`config.mk`:
```
export PLATFORM = sky130hd
export DESIGN_NAME = game_controller_flat
export DESIGN_NICKNAME = d
export VERILOG_FILES = /design/src/rtl/game_controller_pkg.sv /design/src/rtl/game_controller_if.sv /design/src/rtl/game_controller_frame_timer.sv /design/src/rtl/game_controller.sv /design/src/flat_wrapper.sv
export SDC_FILE = /design/constraint.sdc
export NUM_CORES = 1
export LEC_CHECK = 0
export CAP_MARGIN = 0
export CORE_MARGIN = 3
export CORE_UTILIZATION = 56
export CTS_BUF_LIST = sky130_fd_sc_hd__clkbuf_4
export CTS_CLUSTER_SIZE = 12
export DETAILED_ROUTE_END_ITERATION = 7
export HOLD_SLACK_MARGIN = 0.1
export PLACE_DENSITY_LB_ADDON = 0.25
export SYNTH_ARGS = -nofsm -noshare
export SYNTH_HDL_FRONTEND = slang
export SYNTH_SLANG_ARGS = --single-unit
```
`constraint.sdc`:
```
create_clock -name i_Clk -period 2.5 [get_ports i_Clk]
set_clock_uncertainty 0.1 [all_clocks]
set_input_delay 0.25 -clock i_Clk [delete_from_list [all_inputs] [get_ports i_Clk]]
set_output_delay 0.25 -clock i_Clk [all_outputs]
set_load 0.01 [all_outputs]
```
`src/rtl/game_controller_pkg.sv`:
```
// -----------------------------------------------------------------------------
// game_controller_pkg
// Shared definitions for the Pong rally sequencer: state encodings (these
// values are also shown on o_State), default frame constants, the score width
// and a saturating score increment.
// Ports: none (package).
// -----------------------------------------------------------------------------
package game_controller_pkg;

    typedef enum logic [2:0] {
        ST_IDLE      = 3'd0,
        ST_SERVE     = 3'd1,
        ST_PLAY      = 3'd2,
        ST_POINT     = 3'd3,
        ST_GAME_OVER = 3'd4
    } state_t;

    localparam int SCORE_W          = 4;
    localparam int DEF_SERVE_FRAMES = 60;
    localparam int DEF_POINT_FRAMES = 90;
    localparam int DEF_WIN_SCORE    = 9;
    localparam int DEF_BLINK_LOG2   = 5;

    localparam logic [SCORE_W-1:0] SCORE_MAX = '1;

    // Scores stick at the top value instead of wrapping back to zero.
    function automatic logic [SCORE_W-1:0] score_inc(input logic [SCORE_W-1:0] s);
        return (s == SCORE_MAX) ? s : s + 1'b1;
    endfunction

endpackage

```
`src/rtl/game_controller_if.sv`:
```
// -----------------------------------------------------------------------------
// game_controller_if
// Bundles the rally controller's strobes and video-layer controls.
// master: the frame/ball side that raises strobes and consumes the controls.
// slave : the controller itself.
// Signals:
//   i_Frame          once-per-frame strobe (start of vertical blank)
//   i_Start          start/restart request level
//   i_Miss_L/i_Miss_R ball passed the left/right edge (one-cycle strobes)
//   o_Ball_En, o_Ball_Reset, o_Serve_Dir, o_Net_En  layer controls
//   o_Score_L, o_Score_R, o_Winner, o_State         game status
// -----------------------------------------------------------------------------
interface game_controller_if;
    import game_controller_pkg::*;

    logic               i_Frame;
    logic               i_Start;
    logic               i_Miss_L;
    logic               i_Miss_R;
    logic               o_Ball_En;
    logic               o_Ball_Reset;
    logic               o_Serve_Dir;
    logic               o_Net_En;
    logic [SCORE_W-1:0] o_Score_L;
    logic [SCORE_W-1:0] o_Score_R;
    logic               o_Winner;
    logic [2:0]         o_State;

    modport master (
        output i_Frame, i_Start, i_Miss_L, i_Miss_R,
        input  o_Ball_En, o_Ball_Reset, o_Serve_Dir, o_Net_En,
        input  o_Score_L, o_Score_R, o_Winner, o_State
    );

    modport slave (
        input  i_Frame, i_Start, i_Miss_L, i_Miss_R,
        output o_Ball_En, o_Ball_Reset, o_Serve_Dir, o_Net_En,
        output o_Score_L, o_Score_R, o_Winner, o_State
    );

endinterface

```
`src/rtl/game_controller_frame_timer.sv`:
```
// -----------------------------------------------------------------------------
// frame_timer
// Counts frame strobes within one controller state.
// Ports:
//   i_Clk    clock
//   i_Reset  synchronous active-high reset
//   i_Clear  high in the first cycle of a new state; discards the old count
//   i_Frame  frame strobe
//   i_Limit  number of strobes that completes the current state
//   o_Done   pulses on the strobe that brings the count to i_Limit
// -----------------------------------------------------------------------------
module frame_timer #(
    parameter int WIDTH = 7
) (
    input  logic        i_Clk,
    input  logic        i_Reset,
    input  logic        i_Clear,
    input  logic        i_Frame,
    input  logic [15:0] i_Limit,
    output logic        o_Done
);

    logic [WIDTH-1:0] count;
    logic [WIDTH-1:0] base;
    logic [WIDTH-1:0] count_next;

    // The clear acts in the entry cycle itself, so a strobe landing there
    // already counts as the new state's first frame.
    assign base       = i_Clear ? '0 : count;
    assign count_next = base + WIDTH'(i_Frame);

    // Combinational so the controller can leave on the very edge that ends
    // the strobe cycle.
    assign o_Done = i_Frame && (16'(count_next) == i_Limit);

    always_ff @(posedge i_Clk) begin
        if (i_Reset) begin
            count <= '0;
        end else begin
            count <= count_next;
        end
    end

endmodule

```
`src/rtl/game_controller.sv`:
```
// -----------------------------------------------------------------------------
// game_controller
// Rally sequencer for Pong: IDLE -> SERVE -> PLAY -> POINT/GAME_OVER. It keeps
// both scores, chooses the serve direction and gates the ball and net layers.
// Every output is a flop that changes on the edge after its trigger.
// Ports:
//   i_Clk    pixel clock
//   i_Reset  synchronous active-high reset
//   ctrl     game_controller_if.slave (strobes in, layer controls/scores out)
// -----------------------------------------------------------------------------
module game_controller
    import game_controller_pkg::*;
#(
    parameter int p_SERVE_FRAMES = DEF_SERVE_FRAMES,
    parameter int p_POINT_FRAMES = DEF_POINT_FRAMES,
    parameter int p_WIN_SCORE    = DEF_WIN_SCORE,
    parameter int p_BLINK_LOG2   = DEF_BLINK_LOG2
) (
    input  logic              i_Clk,
    input  logic              i_Reset,
    game_controller_if.slave  ctrl
);

    localparam int TIMER_W = $clog2(((p_SERVE_FRAMES > p_POINT_FRAMES) ?
                                     p_SERVE_FRAMES : p_POINT_FRAMES) + 1);
    localparam int BLINK_W = p_BLINK_LOG2 + 1;
    localparam logic [SCORE_W-1:0] WIN = SCORE_W'(p_WIN_SCORE);

    state_t             state;
    logic               ball_en;
    logic               ball_reset;
    logic               serve_dir;
    logic               net_en;
    logic               winner;
    logic [SCORE_W-1:0] score_l;
    logic [SCORE_W-1:0] score_r;
    logic [SCORE_W-1:0] score_l_inc;
    logic [SCORE_W-1:0] score_r_inc;
    logic               timer_clear;
    logic               timer_done;
    logic [15:0]        timer_limit;
    logic [BLINK_W-1:0] blink;
    logic [BLINK_W-1:0] blink_next;

    // One timer serves both timed states; only the limit changes.
    assign timer_limit = (state == ST_SERVE) ? 16'(p_SERVE_FRAMES) : 16'(p_POINT_FRAMES);

    frame_timer #(.WIDTH(TIMER_W)) timer (
        .i_Clk   (i_Clk),
        .i_Reset (i_Reset),
        .i_Clear (timer_clear),
        .i_Frame (ctrl.i_Frame),
        .i_Limit (timer_limit),
        .o_Done  (timer_done)
    );

    assign score_l_inc = score_inc(score_l);
    assign score_r_inc = score_inc(score_r);
    assign blink_next  = blink + BLINK_W'(ctrl.i_Frame);

    // Single sequencer: each branch that changes state also sets the
    // registered layer controls for the state being entered. timer_clear is
    // raised for exactly the first cycle of every new state.
    always_ff @(posedge i_Clk) begin
        if (i_Reset) begin
            state       <= ST_IDLE;
            ball_en     <= 1'b0;
            ball_reset  <= 1'b1;
            serve_dir   <= 1'b0;
            net_en      <= 1'b1;
            winner      <= 1'b0;
            score_l     <= '0;
            score_r     <= '0;
            timer_clear <= 1'b0;
            blink       <= '0;
        end else begin
            timer_clear <= 1'b0;
            blink       <= blink_next;
            net_en      <= 1'b1;
            case (state)
                ST_IDLE: begin
                    if (ctrl.i_Start) begin
                        state       <= ST_SERVE;
                        timer_clear <= 1'b1;
                        score_l     <= '0;
                        score_r     <= '0;
                    end
                end
                ST_SERVE: begin
                    if (timer_done) begin
                        state       <= ST_PLAY;
                        timer_clear <= 1'b1;
                        ball_en     <= 1'b1;
                        ball_reset  <= 1'b0;
                    end
                end
                ST_PLAY: begin
                    if (ctrl.i_Miss_L || ctrl.i_Miss_R) begin
                        timer_clear <= 1'b1;
                        ball_en     <= 1'b0;
                        ball_reset  <= 1'b1;
                    end
                    // A double miss is a dead rally: nobody scores, re-serve.
                    if (ctrl.i_Miss_L && ctrl.i_Miss_R) begin
                        state <= ST_SERVE;
                    end else if (ctrl.i_Miss_L) begin
                        score_r   <= score_r_inc;
                        serve_dir <= 1'b0;
                        if (score_r_inc == WIN) begin
                            state  <= ST_GAME_OVER;
                            winner <= 1'b1;
                            blink  <= '0;
                        end else begin
                            state <= ST_POINT;
                        end
                    end else if (ctrl.i_Miss_R) begin
                        score_l   <= score_l_inc;
                        serve_dir <= 1'b1;
                        if (score_l_inc == WIN) begin
                            state  <= ST_GAME_OVER;
                            winner <= 1'b0;
                            blink  <= '0;
                        end else begin
                            state <= ST_POINT;
                        end
                    end
                end
                ST_POINT: begin
                    if (timer_done) begin
                        state       <= ST_SERVE;
                        timer_clear <= 1'b1;
                    end
                end
                ST_GAME_OVER: begin
                    if (ctrl.i_Start) begin
                        state       <= ST_SERVE;
                        timer_clear <= 1'b1;
                        score_l     <= '0;
                        score_r     <= '0;
                        serve_dir   <= 1'b0;
                    end else begin
                        // Blink counter restarts on entry, so the net starts lit.
                        net_en <= ~blink_next[p_BLINK_LOG2];
                    end
                end
                default: begin
                    state      <= ST_IDLE;
                    ball_en    <= 1'b0;
                    ball_reset <= 1'b1;
                end
            endcase
        end
    end

    assign ctrl.o_State      = state;
    assign ctrl.o_Ball_En    = ball_en;
    assign ctrl.o_Ball_Reset = ball_reset;
    assign ctrl.o_Serve_Dir  = serve_dir;
    assign ctrl.o_Net_En     = net_en;
    assign ctrl.o_Score_L    = score_l;
    assign ctrl.o_Score_R    = score_r;
    assign ctrl.o_Winner     = winner;

endmodule

```
`src/flat_wrapper.sv`:
```
// flat-port wrapper written by rule: the top's interface ports become plain ports
module game_controller_flat import game_controller_pkg::*;
#(
    parameter int p_SERVE_FRAMES = DEF_SERVE_FRAMES,
    parameter int p_POINT_FRAMES = DEF_POINT_FRAMES,
    parameter int p_WIN_SCORE    = DEF_WIN_SCORE,
    parameter int p_BLINK_LOG2   = DEF_BLINK_LOG2
)
  (i_Clk, i_Reset, ctrl_i_Frame, ctrl_i_Start, ctrl_i_Miss_L, ctrl_i_Miss_R, ctrl_o_Ball_En, ctrl_o_Ball_Reset, ctrl_o_Serve_Dir, ctrl_o_Net_En, ctrl_o_Score_L, ctrl_o_Score_R, ctrl_o_Winner, ctrl_o_State);
  game_controller_if ctrl_i ();
  input  logic i_Clk;
  input  logic i_Reset;
  input wire logic [$bits(ctrl_i.i_Frame)-1:0] ctrl_i_Frame;
  input wire logic [$bits(ctrl_i.i_Start)-1:0] ctrl_i_Start;
  input wire logic [$bits(ctrl_i.i_Miss_L)-1:0] ctrl_i_Miss_L;
  input wire logic [$bits(ctrl_i.i_Miss_R)-1:0] ctrl_i_Miss_R;
  output wire logic [$bits(ctrl_i.o_Ball_En)-1:0] ctrl_o_Ball_En;
  output wire logic [$bits(ctrl_i.o_Ball_Reset)-1:0] ctrl_o_Ball_Reset;
  output wire logic [$bits(ctrl_i.o_Serve_Dir)-1:0] ctrl_o_Serve_Dir;
  output wire logic [$bits(ctrl_i.o_Net_En)-1:0] ctrl_o_Net_En;
  output wire logic [$bits(ctrl_i.o_Score_L)-1:0] ctrl_o_Score_L;
  output wire logic [$bits(ctrl_i.o_Score_R)-1:0] ctrl_o_Score_R;
  output wire logic [$bits(ctrl_i.o_Winner)-1:0] ctrl_o_Winner;
  output wire logic [$bits(ctrl_i.o_State)-1:0] ctrl_o_State;
  assign ctrl_i.i_Frame = ctrl_i_Frame;
  assign ctrl_i.i_Start = ctrl_i_Start;
  assign ctrl_i.i_Miss_L = ctrl_i_Miss_L;
  assign ctrl_i.i_Miss_R = ctrl_i_Miss_R;
  assign ctrl_o_Ball_En = ctrl_i.o_Ball_En;
  assign ctrl_o_Ball_Reset = ctrl_i.o_Ball_Reset;
  assign ctrl_o_Serve_Dir = ctrl_i.o_Serve_Dir;
  assign ctrl_o_Net_En = ctrl_i.o_Net_En;
  assign ctrl_o_Score_L = ctrl_i.o_Score_L;
  assign ctrl_o_Score_R = ctrl_i.o_Score_R;
  assign ctrl_o_Winner = ctrl_i.o_Winner;
  assign ctrl_o_State = ctrl_i.o_State;
  game_controller #(.p_SERVE_FRAMES(p_SERVE_FRAMES), .p_POINT_FRAMES(p_POINT_FRAMES), .p_WIN_SCORE(p_WIN_SCORE), .p_BLINK_LOG2(p_BLINK_LOG2)) u_core (.i_Clk(i_Clk), .i_Reset(i_Reset), .ctrl(ctrl_i));
endmodule
```
; Word-level counts from Yosys, hierarchy flattened
; Index checks and enable logic that the tools add are counted.
; W data, S select, Z words.
[totals]
out_inout_bits = 16
word_cells = 104
reg_bits = 30
inputBits = 6
[classes]
bitwise_logic = 4
eq_ne = 21
muxes = 46
reduce_logical = 18
addsub = 4
[ops]
columns = operator, n
row1 = $mux W6, 6
row2 = $mux W4, 8
row3 = $mux W3, 8
row4 = $eq A4 B4 Y1 const B, 4
row5 = $eq A7 B16 Y1, 1
row6 = $pmux W4 S2, 2
row7 = $mux W1, 15
row8 = $mux W7, 2
row9 = $ne A2 B2 Y1 const B, 7
row10 = $pmux W3 S4, 1
row11 = $reduce_and A4 Y1, 3
row12 = $reduce_and A5 Y1, 2
row13 = $pmux W1 S3, 3
row14 = $add A4 B1 Y4 const B, 2
row15 = $reduce_bool A2 Y1, 4
row16 = $add A7 B1 Y7, 1
row17 = $add A6 B1 Y6, 1
row18 = $eq A3 B2 Y1 const B, 2
row19 = $ne A2 B1 Y1 const B, 3
row20 = $reduce_or A3 Y1, 2
row21 = $ne A4 B3 Y1 const B, 1
row22 = $not A1 Y1, 4
row23 = $reduce_or A2 Y1, 2
row24 = $eq A3 B1 Y1 const B, 1
row25 = 7 further kinds, 8

; Longest topological paths before layout
[depth]
depth_word = 8
mapped_depth = 10
depth_no_buf = 9

; Hierarchy
; A second synthesis with hierarchy kept.
[hier_totals]
hier_cells = 193
area_unflattened_um2 = 1676.6
[by_module_without_submodules]
columns = module, instances, cells_per_inst, seq_area_each_um2, area_each_um2
row1 = game_controller, 1, 142, 460.4, 1212.4
row2 = frame_timer, 1, 51, 140.1, 464.2

; Worst setup path after synthesis
; No wires, ideal clock.
[synth_path]
kind = flip-flop to flip-flop
start = register u_core.timer_clear
end = register u_core.state[1], in the netlist u_core.ctrl.o_State[1]
setup_ns = 0.116
synth_period_minus_slack_ns = 2.212
path_stages_with_launch = 11
n_path_buf = 1
path_slack_ns = 0.288
required_ns = 2.284
arrival_ns = 1.995
cell_sequence = dfxtp_1 > clkbuf_1 > nor2b_1 > ha_1 > ha_1 > nand3_1 > o21a_1 > o211a_1 > nand3b_1 > and2_4 > a41o_1
[synth_via]
elab_chain_len = 6
word_cells_on_any_way = 7
cone_classes = 1 x add/sub / 3 x eq/ne / 1 x mux / 2 x reduce/logical
[synth_rtl]
columns = element, line
row1 = start: declaration, game_controller.sv:39  ; logic timer_clear;
row2 = start signal: assignment, game_controller.sv:74  ; timer_clear <= 1'b0;
row3 = start signal: assignment, game_controller.sv:77  ; timer_clear <= 1'b0;
row4 = start signal: assignment, game_controller.sv:84  ; timer_clear <= 1'b1;
row5 = $mux W7 (*), game_controller_frame_timer.sv:29  ; assign base = i_Clear ? '0 : count;
row6 = $add A7 B1 Y7 (*), game_controller_frame_timer.sv:30  ; assign count_next = base + WIDTH'(i_Frame);
row7 = $eq A7 B16 Y1 (*), game_controller_frame_timer.sv:34  ; assign o_Done = i_Frame && (16'(count_next) == i_Limit);
row8 = $logic_and A1 B1 Y1 (*), game_controller_frame_timer.sv:34
row9 = $ne A2 B2 Y1 (no source line), n/a
row10 = $reduce_and A4 Y1 (no source line) (*), n/a
row11 = end signal: assignment, game_controller.sv:66  ; state <= ST_IDLE;
row12 = end signal: assignment, game_controller.sv:83  ; state <= ST_SERVE;
row13 = end signal: assignment, game_controller.sv:91  ; state <= ST_PLAY;
row14 = end: declaration, game_controller.sv:29  ; state_t state;
; Every way passes the cells marked *; elsewhere a longest branch is shown, timed or not.
; A chain may end at the register's enable or synchronous reset.

; Worst setup path in the final report
; Same ends and word-level chain as after synthesis.

==> impl_metrics.json <==
{
  "postSynthAreaPerCell_um2": 8.55,
  "grt_antenna_before_repair": 0,
  "n_fill_cell": 221,
  "syn_area_um2": 1620,
  "layout_common_cells": "sky130_fd_sc_hd__dfxtp_1, sky130_fd_sc_hd__nor2_1, sky130_fd_sc_hd__clkdlybuf4s50_1",
  "first_pass_grt_wire_length_um": 6090,
  "wire_per_inst_um": 14.1,
  "headroom_to_the_max_slew_limit_pct": 69.9,
  "final.period_utilization_pct": 91.1,
  "cts_tree": "yes",
  "power_density_nw_per_um2": 542,
  "cts_resized": 0,
  "final_common_cell": "sky130_fd_sc_hd__dfxtp_1",
  "register_area_um2": 601,
  "hold_slack_ns": 0.357,
  "grt-ovfl-total": 0,
  "syn-instance-count": 189,
  "drt_iter0_markers": 69,
  "timing.critical_path.slowest_cell_delay_ns": 0.37,
  "rsz0062_at_grt": "no",
  "floorplan_row_count": 18,
  "synthToLayoutAreaGrowth_pct": 17.9,
  "yosysSeqAreaShare_pct": 37.2,
  "grt_start_max_net_pins": 13,
  "setup.worst_path.end_class": "flop",
  "die_area_um2": 3560,
  "finalSetupViolCount": 0,
  "timing.critical_path.slowest_stage_cell": "sky130_fd_sc_hd__dfxtp_1",
  "maximum_buffer_depth_of_the_clock_tree": 2,
  "category_of_the_most_critical_setup_path": "flop to flop",
  "insertion_delay_ns": 0.33,
  "place_congestion": 0.800,
  "cp_top_family": "compound AO/OA/AOI/OAI gates",
  "dieWidth_um": 59.7,
  "cp-start-kind": "flop",
  "report.final.slew_viol_count": 0,
  "effective_utilization_at_floorplan_pct": 61.8,
  "synth-seq-cells": 30,
  "drt_pre_antenna_iters": 5,
  "route.antenna.remaining_nets": 0,
  "max-cap-violations": 0,
  "critical_path_peak_fanout": 5,
  "clock_root_buffer": "sky130_fd_sc_hd__clkbuf_4",
  "min_period_ns": 2.28,
  "grt_pass1_vias": 1333,
  "nets_final": 228,
  "vias_per_cell": 5.76,
  "insertedDiodeCount": 0,
  "die-height_um": 59.7,
  "hold_viol_final": 0,
  "outcome": "complete, no violations",
  "clock_tree.htree_level_count": 2,
  "crit_path_cell_trace": "nor2b_1 > ha_1 > ha_1 > nand3_1 > o21a_1 > o211a_1 > nand3b_1 > a311oi_1 > a41o_1",
  "crit_top_cell": "sky130_fd_sc_hd__ha_1",
  "multi_input_area_um2": 943,
  "ys_warn_count": 0,
  "io_buffer_count": 21,
  "grt_use_total_pct": 22.9,
  "placeableCoreArea_um2": 2610,
  "dr_total_vias": 1411,
  "synth.distinct_cells": 46,
  "power_mw": 1.03,
  "detail_route.drc_violations": 0,
  "final_layout_size_suffix_gt1_share_pct": 8.37,
  "ir_drop_v": 0.000473,
  "leakage_power_nw": 0.764,
  "syn-num-nets": 203,
  "cts.hold.buffers_added": 0,
  "worst_pin_slew_ns": 0.446,
  "wirelength_um": 3450,
  "worst_hold_path_type": "flop to flop",
  "worst_ep_arrival_time_ns": 2.46,
  "critical_path_required_ns": 2.68,
  "timing.fmax_mhz": 439,
  "path_buf_inv": 0,
  "io-pin-count": 22,
  "cts-buffers-inserted": 5,
  "worst_setup_hold_path_clk_slew_ns": 0.09,
  "cts_setup_buffers": 0,
  "clkSinkCount": 30,
  "post-dp-hpwl_um": 2630
}
-- worst paths after layout --
check,from,slack (ns),end,depth (start not counted)
worst max-delay path,u_core.timer_clear,0.22,u_core.ctrl.o_State[1],9
worst min-delay path,u_core.ctrl.o_Ball_En,0.36,u_core.ctrl.o_Ball_En,2
worst max register to register,u_core.timer_clear,0.22,u_core.ctrl.o_State[1],9
worst min register to register,u_core.ctrl.o_Ball_En,0.36,u_core.ctrl.o_Ball_En,2
-- power breakdown --
part,internal (mW),switching [mW]
clock network,0.0999,0.170
registers,0.500,0.0274
logic,0.112,0.123
total,0.711,0.320
-- cells by family after synthesis --
family / after synthesis / share of synthesized area (%)
and+or+nand+nor: 82 / 26.4
AOI/OAI and AO/OA: 33 / 14.9
DFF: 30 / 37.2
buffers and inverters: 17 / 4.41
xor gates and xnor gates: 12 / 6.51
adders and majority gates: 8 / 6.20
muxes: 7 / 4.42
-- Yosys cell counts (all sizes together) --
cell type,number,area (µm²)
a2111oi,1,8.76
nor3b,2,15.0
a41oi,2,17.5
mux2,1,11.3
o32ai,1,8.76
a21oi,6,30.0
dfxtp,30,601
o31ai,1,7.51
o211a,2,20.0
nand3,10,55.1
a31o,2,17.5
a2bb2oi,1,8.76
mux2i,6,60.1
a311oi,1,8.76
nand2b,2,12.5
nand3b,2,15.0
o21a,1,7.51
or2,3,18.8
nor3,6,30.0
inv,11,41.3
xnor2,6,52.6
a32o,1,10.0
a41o,1,10.0
and2,2,15.0
a31oi,3,18.8
o41a,1,11.3
and3,2,17.5
buf,2,15.0
a22oi,1,7.51
and3b,2,17.5
a211oi,1,7.51
nor4,1,6.26
o21ai,5,25.0
nor2b,12,77.6
clkbuf,4,15.0
xor2,6,52.6
and2b,1,7.51
ha,8,100
nor2,28,105
nand2,9,33.8
a21o,2,15.0
-- per-stage QoR --
step           setup WS (ns)  util, %  setup TNS, ns  instances  instance area, µm²
2_1_floorplan          0.288        -              0        189                1620
3_3_place_gp          0.0792     71.0              0        237                1860
3_5_place_dp         -0.0221     71.0        -0.0221        237                1860
4_1_cts                0.216     72.9              0        245                1900
5_1_grt               0.0214     72.9              0        245                1900
6_report               0.223     72.9              0        245                1900
-- metal layers --
| layer | wire length (µm) | GRT usage [%] |
|---|---|---|
| met5 | 0 | 0 |
| met1 | 1590 | 30.3 |
| met2 | 1620 | 35.0 |
| met4 | 52 | 10.1 |
| met3 | 181 | 6.05 |
-- worst reg2reg max path: cells and delay by family (launching register included) --
kind                       cells  cell delay (ns)
adders and majority gates      2             0.40
DFF                            1             0.37
AOI/OAI and AO/OA              4             0.88
and+or+nand+nor                3             0.46
-- state kept, by name, indices dropped and copies added (netlist names) --
signal	count
u_core.timer.count	7
u_core.blink	6
u_core.ctrl.o_Score_L	4
u_core.ctrl.o_Score_R	4
u_core.ctrl.o_State	3
u_core.ctrl.o_Ball_En	1
u_core.ctrl.o_Ball_Reset	1
u_core.ctrl.o_Net_En	1
u_core.ctrl.o_Serve_Dir	1
u_core.ctrl.o_Winner	1
u_core.timer_clear	1
-- final cells by class --
class | count | share of cell area [%]
Multi-Input combinational cell | 142 | 49.5
Tap cell | 30 | 1.97
Clock inverter | 3 | 0.591
Inverter | 11 | 2.17
Timing Repair Buffer | 24 | 12.2
Clock buffer | 5 | 1.97
Sequential cell | 30 | 31.5
(Power assumes the default switching activity.)
